$ cat src/rtl/reg_file_sb.sv
// reg_file_sb: register file with two combinational read ports, one clocked
// write port, optional write-to-read bypass, and a per-register pending-write
// scoreboard used by decode to stall on RAW hazards.
module reg_file_sb #(
  parameter int unsigned DATA_W   = 32,
  parameter int unsigned ADDR_W   = 5,
  parameter int unsigned ZERO_REG = 1,
  parameter int unsigned BYPASS   = 1
) (
  input  logic              clk,
  input  logic              rst_n,
  input  logic [ADDR_W-1:0] rd_addr1,
  input  logic [ADDR_W-1:0] rd_addr2,
  output logic [DATA_W-1:0] rd_data1,
  output logic [DATA_W-1:0] rd_data2,
  output logic              rd_busy1,
  output logic              rd_busy2,
  input  logic              wr_en,
  input  logic [ADDR_W-1:0] wr_addr,
  input  logic [DATA_W-1:0] wr_data,
  input  logic              rsv_en,
  input  logic [ADDR_W-1:0] rsv_addr,
  output logic              rsv_err,
  output logic [ADDR_W:0]   pend_cnt
);

  localparam int unsigned DEPTH = 2 ** ADDR_W;
  localparam int unsigned CNT_W = ADDR_W + 1;
  localparam bit          ZR    = (ZERO_REG != 0);
  localparam bit          BP    = (BYPASS != 0);

  logic [DATA_W-1:0] regs [DEPTH];
  logic [DEPTH-1:0]  pend;

  logic wr_ok;
  logic rsv_ok;
  logic cnt_inc;
  logic cnt_dec;
  logic err_next;

  // Qualify requests (address 0 is inert under ZERO_REG) and derive counter/error updates
  always_comb begin
    wr_ok    = wr_en  & ~(ZR & (wr_addr  == '0));
    rsv_ok   = rsv_en & ~(ZR & (rsv_addr == '0));
    // a reserve that lands on a clear bit adds one pending register
    cnt_inc  = rsv_ok & ~pend[rsv_addr];
    // a write clears a set bit unless the same-edge reserve keeps it owned
    cnt_dec  = wr_ok & pend[wr_addr] & ~(rsv_ok & (rsv_addr == wr_addr));
    // WAW: reserving a register that is still pending and not retiring this edge
    err_next = rsv_ok & pend[rsv_addr] & ~(wr_ok & (wr_addr == rsv_addr));
  end

  // Register storage
  always_ff @(posedge clk or negedge rst_n) begin
    if (!rst_n) begin
      for (int unsigned i = 0; i < DEPTH; i++) begin
        regs[i] <= '0;
      end
    end else if (wr_ok) begin
      regs[wr_addr] <= wr_data;
    end
  end

  // Pending scoreboard; reserve is applied last so the new producer wins
  always_ff @(posedge clk or negedge rst_n) begin
    if (!rst_n) begin
      pend <= '0;
    end else begin
      if (wr_ok) begin
        pend[wr_addr] <= 1'b0;
      end
      if (rsv_ok) begin
        pend[rsv_addr] <= 1'b1;
      end
    end
  end

  // Pending counter and WAW error pulse
  always_ff @(posedge clk or negedge rst_n) begin
    if (!rst_n) begin
      pend_cnt <= '0;
      rsv_err  <= 1'b0;
    end else begin
      pend_cnt <= pend_cnt + CNT_W'(cnt_inc) - CNT_W'(cnt_dec);
      rsv_err  <= err_next;
    end
  end

  // Read port 1 with optional bypass of the in-flight write
  always_comb begin
    rd_data1 = regs[rd_addr1];
    rd_busy1 = pend[rd_addr1];
    if (BP && wr_ok && (wr_addr == rd_addr1)) begin
      rd_data1 = wr_data;
      rd_busy1 = 1'b0;
    end
    if (ZR && (rd_addr1 == '0)) begin
      rd_data1 = '0;
      rd_busy1 = 1'b0;
    end
  end

  // Read port 2 with optional bypass of the in-flight write
  always_comb begin
    rd_data2 = regs[rd_addr2];
    rd_busy2 = pend[rd_addr2];
    if (BP && wr_ok && (wr_addr == rd_addr2)) begin
      rd_data2 = wr_data;
      rd_busy2 = 1'b0;
    end
    if (ZR && (rd_addr2 == '0)) begin
      rd_data2 = '0;
      rd_busy2 = 1'b0;
    end
  end

endmodule

$ cat config.mk
export PLATFORM = sky130hd
export DESIGN_NAME = reg_file_sb
export DESIGN_NICKNAME = d
export VERILOG_FILES = /design/src/rtl/reg_file_sb.sv
export SDC_FILE = /design/constraint.sdc
export NUM_CORES = 2
export LEC_CHECK = 0
export CORE_AREA = 2 2 368 370
export CTS_CLUSTER_SIZE = 28
export DETAILED_ROUTE_END_ITERATION = 10
export DIE_AREA = 0 0 370 372
export DONT_BUFFER_PORTS = 1
export MAX_ROUTING_LAYER = met4
export PLACE_DENSITY_LB_ADDON = 0.1
export SYNTH_ARGS = -nofsm -noshare
export SYNTH_HDL_FRONTEND = slang
export SYNTH_SLANG_ARGS = --single-unit
export TNS_END_PERCENT = 1
$ cat constraint.sdc
create_clock -name clk -period 8.5 [get_ports clk]
set_clock_uncertainty 0.15 [all_clocks]
set_input_delay 1.275 -clock clk [delete_from_list [all_inputs] [get_ports clk]]
set_output_delay 1.275 -clock clk [all_outputs]
set_load 0.1 [all_outputs]
==> flow_summary.json <==
{
  "start_kind": "input port",
  "grt-ovfl-total": 0,
  "start_util_pct": 43.4,
  "finalSetupViolations": 0,
  "ant_nets": 0,
  "drt_first_pass_iters": 5,
  "crit_arrival_ns": 4.57,
  "grt_use_met2_pct": 44.1,
  "design_area_um2": 63200,
  "dpl_cell_area_um2": 59000,
  "synth_cells": 4079,
  "drc": 0,
  "ys_warn_count": 0,
  "ioPinCount": 129,
  "via_per_inst": 6.46,
  "die_h_um": 372,
  "grt_pass1_wl_um": 270000,
  "routabilityCongestion": 0.793,
  "dieWidth_um": 370,
  "synth-seq-cells": 1063,
  "track_usage_pct": 27.8,
  "hold_viol": 0,
  "cpMaxStageDelayCell": "mux4_2",
  "synth-simple-area-share_pct": 2.29,
  "ys_seq_area_share_pct": 45.6,
  "portBuffers": 0,
  "placementRows": 135,
  "wl_um": 186000,
  "syn_area_um2": 58300,
  "power.density_nw_per_um2": 244,
  "cts_root_buffer": "clkbuf_16",
  "clk_pin_slew_ns": 0.06,
  "max_cap_violations": 0,
  "drv_slew": 82,
  "dpl.hpwl_um": 95300,
  "syn2layout_area_growth_pct": 8.34,
  "synth_nets": 4142,
  "synthAdderAreaFrac_pct": 0.163,
  "cts_tree": "yes",
  "synth_area_leader_cell": "dfrtp_1",
  "met3_usage_pct": 4.93,
  "critical_path.max_stage_delay_ns": 1.00,
  "rsz0062_at_grt": "false",
  "tns_ns": 0,
  "synth_top_area_share_pct": 45.6,
  "endpoint_kind": "primary output",
  "antenna_found_initial": 0,
  "fmax_mhz": 167,
  "hold_path_class": "input port to asynchronous set/reset pin",
  "synth_most_common_cell": "dfrtp_1",
  "run_status": "finished, violations left",
  "holdBufCountCts": 0,
  "yosys-mux-area-fraction_pct": 40.9,
  "yosysUniqueCellTypes": 59,
  "synth_enable_flop_cells": 0,
  "period_needed_ns": 6.00,
  "synth_area_leaders": "dfrtp_1, mux2_2, mux4_2",
  "coreArea_um2": 134000,
  "h-tree-depth": 3,
  "nets": 3850,
  "grt_start_max_net_pins": 1064,
  "crit_path_max_fanout": 318,
  "drive_above_1_share_pct": 45.0,
  "final_cells": 5666,
  "min_period_over_period_pct": 70.6,
  "tightest_slew_ns": 1.69,
  "synth_xor_area_share_pct": 0.300,
  "synth_compound_area_share_pct": 6.95,
  "async_flop_share_pct": 100,
  "cts_resized": 0,
  "clock_latency_ns": 0.74,
  "violations": "max-slew violations",
  "synthTopCellsByCount": "dfrtp_1, mux2_2, mux4_2",
  "crit_type": "input port to primary output",
  "max-slew-margin-rel_pct": -12.4,
  "total_power_mw": 15.4,
  "drt_iter0_markers": 2642,
  "vias": 36600,
  "cts_buffers": 119,
  "critPathMostFrequentCell": "a211oi_1",
  "first_global_vias": 37200,
  "synth_top_family_by_area": "multiplexers",
  "postCtsSetupBuffers": 0,
  "cp.required_ns": 7.07,
  "cts_sinks": 1063,
  "vdd_drop_max_uv": 171,
  "grt-busiest-layer": "met2",
  "met1_usage_pct": 36.8,
  "synth_flop_cell": "dfrtp_1",
  "path_cells": "mux4_2, nor2b_1, a211oi_1, a211oi_1, a211o_1",
  "clk_path_buf_depth": 3,
  "die-area_um2": 138000,
  "dp_cells": 5442,
  "wl_per_cell_um": 32.8,
  "syn_area_per_cell_um2": 14.3,
  "p_leak_nw": 27.2
}
[worst max-delay path, delay by kind of cell]
kind            cells  cell delay (ns)
simple gates        1             0.15
mux                 1             1.00
compound gates      3             1.39
[registers in the layout, indices dropped and copies added, names as in the netlist]
register  count
regs       1024
pend         32
rsv_err       1
pend_cnt      6
[cell families after synthesis]
family | Yosys count
AO/OA/AOI/OAI | 532
XOR/XNOR | 20
adder cells (fa/ha/maj) | 7
buffers and inverters | 481
flip-flops | 1063
multiplexers | 1733
AND/OR/NAND/NOR | 243
[path summary, 6_finish.rpt]
kind	from	to	cells after the start	slack (ns)
setup / recovery	rd_addr1[0]	rd_data1[6]	5	2.50
hold / removal	rst_n	regs[650]	0	0.09
setup reg to reg	pend[23]	pend_cnt[4]	12	5.03
hold reg to reg	regs[1020]	regs[1020]	0	0.24
max in group asynchronous	rst_n	regs[923]	3	5.09
min in group clk	regs[1020]	regs[1020]	0	0.24
[cell usage in the layout, fill, tap and decap left out, types with 11 or more instances in the layout]
cell and instances:
dfrtp_1 1063, mux2_2 1018, mux4_2 420, mux2i_1 295, a211oi_1 125, clkbuf_16 122, a221oi_1 112, nor2b_1 65
a211o_1 59, a21oi_1 55, a22oi_1 54, buf_4 49, o21ai_0 39, o21bai_1 35, nor3_1 33, clkbuf_8 25
clkbuf_1 25, nand2_1 24, clkinv_2 22, nand2b_1 19, nand2_2 15, nor2_1 14, xnor2_1 14, nor2_4 14
inv_1 12, a22o_1 11, nor3b_1 11
[routing by layer]
metal	part of all wire, %	up-vias
met4	3.0	0
met5	0	-
met1	43	20100
met2	48	1008
li1	-	15300
met3	6.0	279
[cell type report]
cell class / instances / area [µm²]
fillers: 11900 / 71100
well taps: 1781 / 2230
inverters: 14 / 52.6
repair buffers: 54 / 505
clock inverters: 45 / 519
clock buffers: 172 / 3490
diodes: 2 / 5.00
multi-input cells: 2535 / 29800
flip-flops and latches: 1063 / 26600
[report_power, final]
group	switching, mW	leakage, nW	internal, mW
clock	2.20	1.96	3.13
sequential	0.817	13.6	6.04
combinational	1.46	11.6	1.80
total	4.47	27.2	11.0
[stage by stage]
stage                     utilization, %  setup slack [ns]  hold WS [ns]
after CTS                           46.9              2.83        0.0865
after global routing                47.0              2.75        0.0449
after global placement              44.0              3.00         0.226
after floorplan                        -              2.29         0.291
after detailed placement            44.0              2.87         0.233
final                               47.1              2.50        0.0889
(Power assumes the default switching activity.)
